<file path="config.mk">
export PLATFORM = sky130hd
export DESIGN_NAME = displacement_immediate_encoder
export DESIGN_NICKNAME = d
export VERILOG_FILES = /design/src/rtl/displacement_immediate_encoder.sv
export SDC_FILE = /design/constraint.sdc
export NUM_CORES = 1
export LEC_CHECK = 0
export BUFFER_PORTS_ARGS = -buffer_cell sky130_fd_sc_hd__buf_2
export CAP_MARGIN = 15
export CORE_UTILIZATION = 40
export DETAILED_ROUTE_END_ITERATION = 10
export PLACE_DENSITY = 0.68
export SETUP_SLACK_MARGIN = 0.4
export SLEW_MARGIN = 0
export SYNTH_ARGS = -nofsm -noshare
export SYNTH_HDL_FRONTEND = slang
export SYNTH_SLANG_ARGS = --single-unit
</file>
<file path="constraint.sdc">
create_clock -name clock -period 6.63 [get_ports clock]
set_clock_uncertainty 0.15 [all_clocks]
set_input_delay 1.326 -clock clock [delete_from_list [all_inputs] [get_ports clock]]
set_output_delay 1.326 -clock clock [all_outputs]
set_load 0.02 [all_outputs]
</file>
<file path="src/rtl/displacement_immediate_encoder.sv">
// displacement_immediate_encoder
//
// Serializes the displacement and immediate fields of one instruction record
// into a little-endian byte stream. A record is latched in IDLE, then the
// displacement bytes are emitted (byte 0 first), then the immediate bytes.
// Each field has a one-hot length: bit0 = 1 byte, bit1 = 2, bit2 = 4, bit3 = 4.
// The lowest set bit wins. An absent field or a zero length gives no bytes.
//
// Ports
//   clock                    rising-edge clock
//   reset_n                  asynchronous active-low reset
//   in_valid / in_ready      record handshake (in_ready only in IDLE)
//   displacement_is_present  displacement field exists
//   displacement_length      one-hot length of displacement
//   displacement             displacement value (low bytes used)
//   immediate_is_present     immediate field exists
//   immediate_length         one-hot length of immediate
//   immediate                immediate value (low bytes used)
//   out_valid / out_ready    byte stream handshake
//   out_byte                 serialized byte (8'h00 when out_valid = 0)
//   out_field                0 = displacement byte, 1 = immediate byte
//   out_last                 final byte of the record
//   done                     one-cycle pulse when a record completes
module displacement_immediate_encoder (
  input  logic        clock,
  input  logic        reset_n,
  input  logic        in_valid,
  output logic        in_ready,
  input  logic        displacement_is_present,
  input  logic [3:0]  displacement_length,
  input  logic [31:0] displacement,
  input  logic        immediate_is_present,
  input  logic [3:0]  immediate_length,
  input  logic [31:0] immediate,
  output logic        out_valid,
  input  logic        out_ready,
  output logic [7:0]  out_byte,
  output logic        out_field,
  output logic        out_last,
  output logic        done
);

  typedef enum logic [1:0] {IDLE, DISP, IMM} state_t;

  state_t      state;
  logic [31:0] disp_q;
  logic [31:0] imm_q;
  logic [2:0]  disp_cnt;
  logic [2:0]  imm_cnt;
  logic [1:0]  byte_idx;

  logic [2:0]  disp_bytes_in;
  logic [2:0]  imm_bytes_in;
  logic [2:0]  idx_plus1;
  logic [2:0]  idx_plus2;
  logic [1:0]  next_idx;

  // Byte count of a field; the lowest set length bit decides.
  function automatic logic [2:0] field_bytes(input logic present, input logic [3:0] len);
    if (!present)   return 3'd0;
    else if (len[0]) return 3'd1;
    else if (len[1]) return 3'd2;
    else if (len[2]) return 3'd4;
    else if (len[3]) return 3'd4;
    else            return 3'd0;
  endfunction

  function automatic logic [7:0] pick_byte(input logic [31:0] data, input logic [1:0] idx);
    case (idx)
      2'd0:    return data[7:0];
      2'd1:    return data[15:8];
      2'd2:    return data[23:16];
      default: return data[31:24];
    endcase
  endfunction

  assign disp_bytes_in = field_bytes(displacement_is_present, displacement_length);
  assign imm_bytes_in  = field_bytes(immediate_is_present, immediate_length);
  assign idx_plus1     = {1'b0, byte_idx} + 3'd1;
  assign idx_plus2     = {1'b0, byte_idx} + 3'd2;
  assign next_idx      = byte_idx + 2'd1;

  // Accepting only in IDLE means no record can be taken during a final transfer.
  assign in_ready = (state == IDLE);

  // Single FSM register block: all outputs are registered so that out_byte,
  // out_field and out_last hold steady while the consumer stalls.
  always_ff @(posedge clock or negedge reset_n) begin
    if (!reset_n) begin
      state     <= IDLE;
      disp_q    <= 32'h0;
      imm_q     <= 32'h0;
      disp_cnt  <= 3'd0;
      imm_cnt   <= 3'd0;
      byte_idx  <= 2'd0;
      out_valid <= 1'b0;
      out_byte  <= 8'h00;
      out_field <= 1'b0;
      out_last  <= 1'b0;
      done      <= 1'b0;
    end else begin
      done <= 1'b0;
      case (state)
        IDLE: begin
          if (in_valid) begin
            disp_q   <= displacement;
            imm_q    <= immediate;
            disp_cnt <= disp_bytes_in;
            imm_cnt  <= imm_bytes_in;
            byte_idx <= 2'd0;
            if (disp_bytes_in != 3'd0) begin
              state     <= DISP;
              out_valid <= 1'b1;
              out_byte  <= displacement[7:0];
              out_field <= 1'b0;
              out_last  <= (disp_bytes_in == 3'd1) && (imm_bytes_in == 3'd0);
            end else if (imm_bytes_in != 3'd0) begin
              state     <= IMM;
              out_valid <= 1'b1;
              out_byte  <= immediate[7:0];
              out_field <= 1'b1;
              out_last  <= (imm_bytes_in == 3'd1);
            end else begin
              // Empty record: nothing to emit, just report completion.
              done <= 1'b1;
            end
          end
        end

        DISP: begin
          if (out_ready) begin
            if (idx_plus1 < disp_cnt) begin
              byte_idx <= next_idx;
              out_byte <= pick_byte(disp_q, next_idx);
              out_last <= (idx_plus2 == disp_cnt) && (imm_cnt == 3'd0);
            end else if (imm_cnt != 3'd0) begin
              // Move straight into the immediate with no idle cycle.
              state     <= IMM;
              byte_idx  <= 2'd0;
              out_byte  <= imm_q[7:0];
              out_field <= 1'b1;
              out_last  <= (imm_cnt == 3'd1);
            end else begin
              state     <= IDLE;
              byte_idx  <= 2'd0;
              out_valid <= 1'b0;
              out_byte  <= 8'h00;
              out_field <= 1'b0;
              out_last  <= 1'b0;
              done      <= 1'b1;
            end
          end
        end

        IMM: begin
          if (out_ready) begin
            if (idx_plus1 < imm_cnt) begin
              byte_idx <= next_idx;
              out_byte <= pick_byte(imm_q, next_idx);
              out_last <= (idx_plus2 == imm_cnt);
            end else begin
              state     <= IDLE;
              byte_idx  <= 2'd0;
              out_valid <= 1'b0;
              out_byte  <= 8'h00;
              out_field <= 1'b0;
              out_last  <= 1'b0;
              done      <= 1'b1;
            end
          end
        end

        default: begin
          state     <= IDLE;
          out_valid <= 1'b0;
          out_byte  <= 8'h00;
          out_field <= 1'b0;
          out_last  <= 1'b0;
        end
      endcase
    end
  end

endmodule

</file>
==> flow_summary_export.csv, run 1 <==
group,metric,value,unit
grt,grt_pass1_wl,16900,microns
sta,final.setup.tns,0,ps
routing,routed_wl,10500,microns
routing,drt_iter0_markers,311,
clock_network,htree_levels,3,
sta,drv_slew,0,
final_layout,n_antenna_cell,0,
power_and_ir_drop,ir_worst_vdd,0.178,mV
sta,tightest_slew,1120,ps
floorplan,rows,37,
clock_network,cts_buffers,9,
synthesis,syn_nets,463,
worst_setup_path,crit_type,"flip-flop to flip-flop",
synthesis,syn_inst,371,
clock_network,clock_latency,370,ps
worst_setup_path,crit_family,"adder cells",
sta,fin_crit,3030,ps
final_layout,layout-drive-gt1-share,0.399,
synthesis,synth_top_area_cell,"dfrtp_1",
status,status,"finished, final reports clean",
clock_network,cts_resized,0,
floorplan,die_x,106,microns
worst_setup_path,endpoint_kind,"flip-flop",
synthesis,synth_cell_types,45,
clock_network,clkTransAtPathRegs,90,ps
place,globalplace.congestion,0.846,
final_layout,final_cells,592,
grt,grt_pass1_vias,3233,
synthesis,synth-seq-area-share,0.490,
routing,avgRoutedWirePerCell,17.7,microns
sta,max_freq,330,MHz
worst_setup_path,crit_path_cell_trace,"ha_1 > ha_1 > a21oi_1 > nand3_1 > or4b_1 > a2bb2oi_1 > o21ai_2",
final_layout,nFillCells,966,
worst_setup_path,startpoint_type,"flip-flop",
sta,relSlewSlack,0.254,
place,dp.cells,575,
worst_setup_path,arrival,3180,ps
worst_setup_path,worst-path-buf-inv,0,
worst_setup_path,crit_path_top_delay_cell,"ha_1",
synthesis,synth_seq_cells,85,
floorplan,dieArea,11300,sq um
worst_setup_path,reg2regPathDepth,7,
synthesis,yosys-top-cells-area,"dfrtp_1 49%, mux2_2 17%, ha_1 4.0%, a22o_1 3.2%, a22oi_1 2.8%",
final_layout,finalNetCount,543,
synthesis,synth_top_area_frac,0.490,
synthesis,synth-main-ff-cell,"dfrtp_1",
power_and_ir_drop,total_power,2.19,mW
clock_network,holdBufCountCts,0,
power_and_ir_drop,power_leakage,2.35,nW
grt,grt_max_degree,86,
grt,globalRoute.totalOverflow,0,
floorplan,coreArea,10400,sq um
place,dpl-instance-area,4850,sq um
sta,hold_viol,0,
synthesis,syn_area,4340,sq um
final_layout,syn2layout_area_growth,16.6,%
routing,drc,0,
min_path,hold_path_class,"flip-flop to flip-flop",
power_and_ir_drop,p_per_area,433,nW/um^2
worst_setup_path,crit_top_cell,"ha_1",
final_layout,post-route-util,0.486,
clock_network,cts_buffer_depth,2,
routing,avgViaCountPerCell,5.38,
min_path,min_path_cells,2,
routing,firstDrtPassIters,6,
synthesis,synth_edf_count,0,
clock_network,clock_sinks,85,
worst_setup_path,path_max_fanout,18,
worst_setup_path,crit_required,6770,ps
synthesis,synth_area_per_cell,11.7,sq um
run,cap_violations,0,
grt,antenna_found_initial,0,
clock_network,cts_tree,"built",
final_layout,final_area,5060,sq um
floorplan,start_util,0.417,
floorplan,io_pins,91,
sta,fin_crit_sh,0.457,
synthesis,synth_warnings,0,
clock_network,cts_root_buffer,"clkbuf_8",
grt,grt_usage,0.192,
sta,rsz0062_at_grt,"false",
clock_network,cts_setup_buffers,0,
place,io_buffers,90,
routing,ant_nets,0,
sta,setup_viol,0,
routing,dr_total_vias,3182,
synthesis,postSynth.asyncResetShare,1.00,
worst_setup_path,cp.depth,7,
worst_setup_path,cpPeakStageDelay,700,ps
place,dp_hpwl,7250,microns
floorplan,fp.dieH,106,microns
[sequential cells by signal (all words and copies together) (netlist names)]
name and cells:
disp_q 32, imm_cnt 3, out_valid 1, done 1, disp_cnt 3, state 1
out_last 1, imm_q 32, out_byte 8, out_field 1, byte_idx 2
[cells by family (layout without fill, tap and decap cells)]
logic type | count (synthesis) | count (layout) | share of synthesized area
AOI/OAI and AO/OA | 91 | 91 | 0.155
xor gates and xnor gates | 1 | 1 | 0.00202
muxes | 75 | 75 | 0.193
DFF | 85 | 85 | 0.490
and+or+nand+nor | 57 | 57 | 0.0709
buffers and inverters | 48 | 133 | 0.0487
adders and majority gates | 14 | 14 | 0.0404
[layer usage]
layer	vias to the layer above	GRT usage	wire length (microns)
li1	1520	-	-
met1	1539	0.272	4780
met2	106	0.299	4930
met3	17	0.0300	598
met4	0	0.0694	184
met5	-	0	0
[worst register-to-register path, cell delays in order, from the launching register on]
cell,delay (ps)
dfrtp_1,460
ha_1,700
ha_1,380
a21oi_1,190
nand3_1,310
or4b_1,560
a2bb2oi_1,160
o21ai_2,70
[Yosys cell counts, types with 3 or more instances]
cell / count
a211oi_1: 9
a21oi_1: 12
a222oi_1: 8
a22o_1: 16
a22oi_1: 16
buf_2: 10
clkbuf_1: 10
dfrtp_1: 85
ha_1: 14
inv_1: 25
mux2_2: 64
mux2i_1: 9
nand2_1: 29
nand3_1: 3
nand3b_1: 3
o21ai_0: 11
o21ai_1: 8
[report_power, final]
part           internal (mW)  leakage [nW]  switching [mW]
Combinational          0.450          1.24           0.474
Sequential             0.765          1.03           0.163
Clock                  0.139        0.0868           0.197
Total                   1.35          2.35           0.834
[cell type report]
| cell class | count | area [sq um] | area share |
|---|---|---|---|
| Clock buffer | 10 | 128 | 0.0252 |
| Clock inverter | 6 | 47.5 | 0.00940 |
| Inverter | 25 | 93.8 | 0.0186 |
| Multi-Input combinational cell | 238 | 2000 | 0.396 |
| Sequential cell | 85 | 2130 | 0.421 |
| Tap cell | 136 | 170 | 0.0336 |
| Timing Repair Buffer | 92 | 488 | 0.0965 |
[path summary, 6_finish.rpt]
check | startpoint | end | slack [ps]
worst max-delay path | byte_idx[1] | out_last | 3600
worst min-delay path | out_byte[1] | out_byte[1] | 340
worst max register to register | byte_idx[1] | out_last | 3600
worst min register to register | out_byte[1] | out_byte[1] | 340
max in group asynchronous | reset_n | byte_idx[1] | 5000
min in group asynchronous | reset_n | imm_q[17] | 680
[layout by cell type, fill, tap and decap left out, types with 2 or more instances in the layout]
cell type | synthesis | layout
nand3b_1 | 3 | 3
o21ai_1 | 8 | 8
o21bai_1 | 2 | 2
nand3_2 | 2 | 2
mux2i_1 | 9 | 9
nor3b_1 | 2 | 2
inv_1 | 25 | 25
nand2_1 | 29 | 28
o41ai_2 | 2 | 2
nand3_1 | 3 | 3
a222oi_1 | 8 | 8
buf_4 | 1 | 2
a211oi_1 | 9 | 9
ha_1 | 14 | 14
nand2b_1 | 2 | 2
o2111ai_1 | 2 | 2
a22o_1 | 16 | 16
a22oi_1 | 16 | 16
clkinv_4 | 0 | 3
nand2_2 | 1 | 2
nor4_1 | 2 | 2
nor2_1 | 2 | 2
buf_2 | 10 | 89
and2_1 | 2 | 2
clkbuf_8 | 0 | 9
dfrtp_1 | 85 | 85
o21ai_0 | 11 | 11
a21oi_1 | 12 | 12
or3_1 | 2 | 2
mux2_2 | 64 | 64
[through the flow]
step	setup WS, ps	hold slack [ps]
6_report	3600	339
5_1_grt	3460	375
4_1_cts	3600	346
3_5_place_dp	3520	326
3_3_place_gp	3550	334
2_1_floorplan	3910	306
Note: power is estimated with default switching activity, not from simulation.
==> run 2: changes to the inputs <==
==> constraint.sdc (replaced) <==
create_clock -name clock -period 2.9 [get_ports clock]
set_clock_uncertainty 0.15 [all_clocks]
set_input_delay 0.58 -clock clock [delete_from_list [all_inputs] [get_ports clock]]
set_output_delay 0.58 -clock clock [all_outputs]
set_load 0.02 [all_outputs]
==> flow_summary_export.csv, run 2 (synthesis gave the netlist of run 1 again) <==
group,metric,value,unit
worst_setup_path,arrival,2540,ps
grt,grt_pass1_vias,3319,
routing,firstDrtPassIters,4,
final_layout,n_antenna_cell,0,
place,dp_hpwl,7490,microns
routing,ant_nets,0,
clock_network,clkTransAtPathRegs,100,ps
clock_network,htree_levels,3,
sta,rsz0062_at_grt,"true",
place,pre_cts_ws,308,ps
worst_setup_path,endpoint_kind,"flip-flop",
final_layout,multi_input_area,2030,sq um
final_layout,finalNetCount,549,
routing,drc,0,
power_and_ir_drop,seqPwrFrac,0.412,
worst_setup_path,crit_required,3000,ps
clock_network,cts_buffers,9,
power_and_ir_drop,power_leakage,2.39,nW
sta,setup_ws,462,ps
routing,routed_wl,10400,microns
sta,tightest_slew,702,ps
routing,avgRoutedWirePerCell,17.4,microns
routing,dr_total_vias,3272,
grt,grt_max_degree,77,
sta,hold_viol,0,
power_and_ir_drop,p_clk_frac,0.158,
floorplan,rows,37,
sta,setup_viol,0,
worst_setup_path,crit_type,"flip-flop to flip-flop",
sta,final.setup.tns,0,ps
min_path,hold_path_class,"primary input to async pin",
place,globalplace.congestion,0.890,
final_layout,syn2layout_area_growth,18.7,%
place,dp.cells,581,
final_layout,layout-drive-gt1-share,0.418,
final_layout,layout_common_cells,"89 x buf_2, 83 x dfrtp_1, 64 x mux2_2",
worst_setup_path,path_max_fanout,14,
run,cap_violations,0,
sta,fin_crit,2440,ps
routing,drt_iter0_markers,218,
final_layout,final_area,5150,sq um
power_and_ir_drop,pwr-share-comb,0.430,
worst_setup_path,startpoint_type,"flip-flop",
sta,drv_slew,0,
final_layout,final_cells,598,
floorplan,dieArea,11300,sq um
sta,relSlewSlack,0.532,
final_layout,largestRegisters,"disp_q (32), imm_q (32), out_byte (8)",
floorplan,fp.dieH,106,microns
final_layout,final_common_cell,"buf_2",
clock_network,clock_latency,350,ps
floorplan,io_pins,91,
clock_network,cts_tree,"built",
power_and_ir_drop,p_per_area,993,nW/um^2
place,io_buffers,90,
power_and_ir_drop,p_int,3.16,mW
clock_network,cts_root_buffer,"clkbuf_8",
status,status,"finished, final reports clean",
final_layout,seq_area,2130,sq um
place,dpl-instance-area,4920,sq um
clock_network,cts_buffer_depth,2,
power_and_ir_drop,netSwitchingFraction,0.382,
power_and_ir_drop,switchingPower,1.95,mW
grt,grt_usage,0.194,
sta,max_freq,410,MHz
clock_network,clock_sinks,85,
grt,grt_pass1_wl,16800,microns
sta,fin_crit_sh,0.841,
routing,avgViaCountPerCell,5.47,
floorplan,die_x,106,microns
grt,antenna_found_initial,0,
power_and_ir_drop,ir_worst_vdd,0.408,mV
final_layout,nFillCells,962,
grt,globalRoute.totalOverflow,0,
floorplan,start_util,0.417,
floorplan,coreArea,10400,sq um
==> run 2: changes by cell type in the layout (fill, tap and decap cells not counted), sizes merged <==
cell    change
clkinv      -3
clkbuf      -1
inv         +4
buf         +6
==> run 2: power groups by stage <==
stage          combinational [mW]  sequential [mW]  clock [mW]
2_1_floorplan                1.58             2.08           0
3_3_place_gp                 2.09             2.11           0
3_5_place_dp                 2.15             2.13           0
4_1_cts                      2.18             2.11       0.838
5_1_grt                      2.40             2.18       0.896
6_report                     2.20             2.11       0.808
==> run 2: metrics by stage <==
step	hold WS (ps)	power (mW)	util
final	81.8	5.11	0.495
after global routing	116	5.47	0.495
after CTS	87.6	5.12	0.493
after detailed placement	326	4.27	0.473
after global placement	338	4.19	0.473
after floorplan	134	3.65	-
==> run 2: worst max-delay path: stages (launching register included) <==
cell and delay [ps]:
dfrtp_2 420, inv_1 100, ha_1 350, ha_1 290, a21oi_1 80, o221a_4 320
nor4_4 310, mux2_4 320
==> run 2: path summary, 6_finish.rpt <==
| kind | startpoint | to | slack, ps | cells past startpoint |
|---|---|---|---|---|
| min in group clock | displacement[17] | disp_q[17] | 300 | 2 |
| hold reg to reg | out_byte[3] | out_byte[3] | 340 | 2 |
| setup reg to reg | byte_idx[0] | out_valid | 460 | 7 |
| max in group asynchronous | reset_n | byte_idx[1] | 1880 | 2 |
| setup / recovery | byte_idx[0] | out_valid | 460 | 7 |
| hold / removal | reset_n | imm_q[18] | 80 | 1 |
==> run 2: layout make-up <==
class,count,share of cell area
repair buffers,98,0.104
flip-flops and latches,85,0.413
clock inverters,7,0.0126
multi-input cells,238,0.394
clock buffers,9,0.0240
inverters,25,0.0182
well taps,136,0.0330
==> run 2: metal layers <==
layer / up-vias / track usage / wire length [microns] / share of wire
met5: - / 0 / 0 / 0
met2: 103 / 0.305 / 5030 / 0.48
met4: 0 / 0.0833 / 203 / 0.020
li1: 1543 / - / - / -
met1: 1605 / 0.262 / 4640 / 0.45
met3: 21 / 0.0349 / 523 / 0.050
==> run 2: timing repair <==
action | in CTS | in global routing
cloned | 0 | 0
gates resized for setup | 5 | 2
setup buffers | 0 | 1
setup endpoints to repair | 11 | 9
hold buffers | 0 | 0
pin swaps | 0 | 2
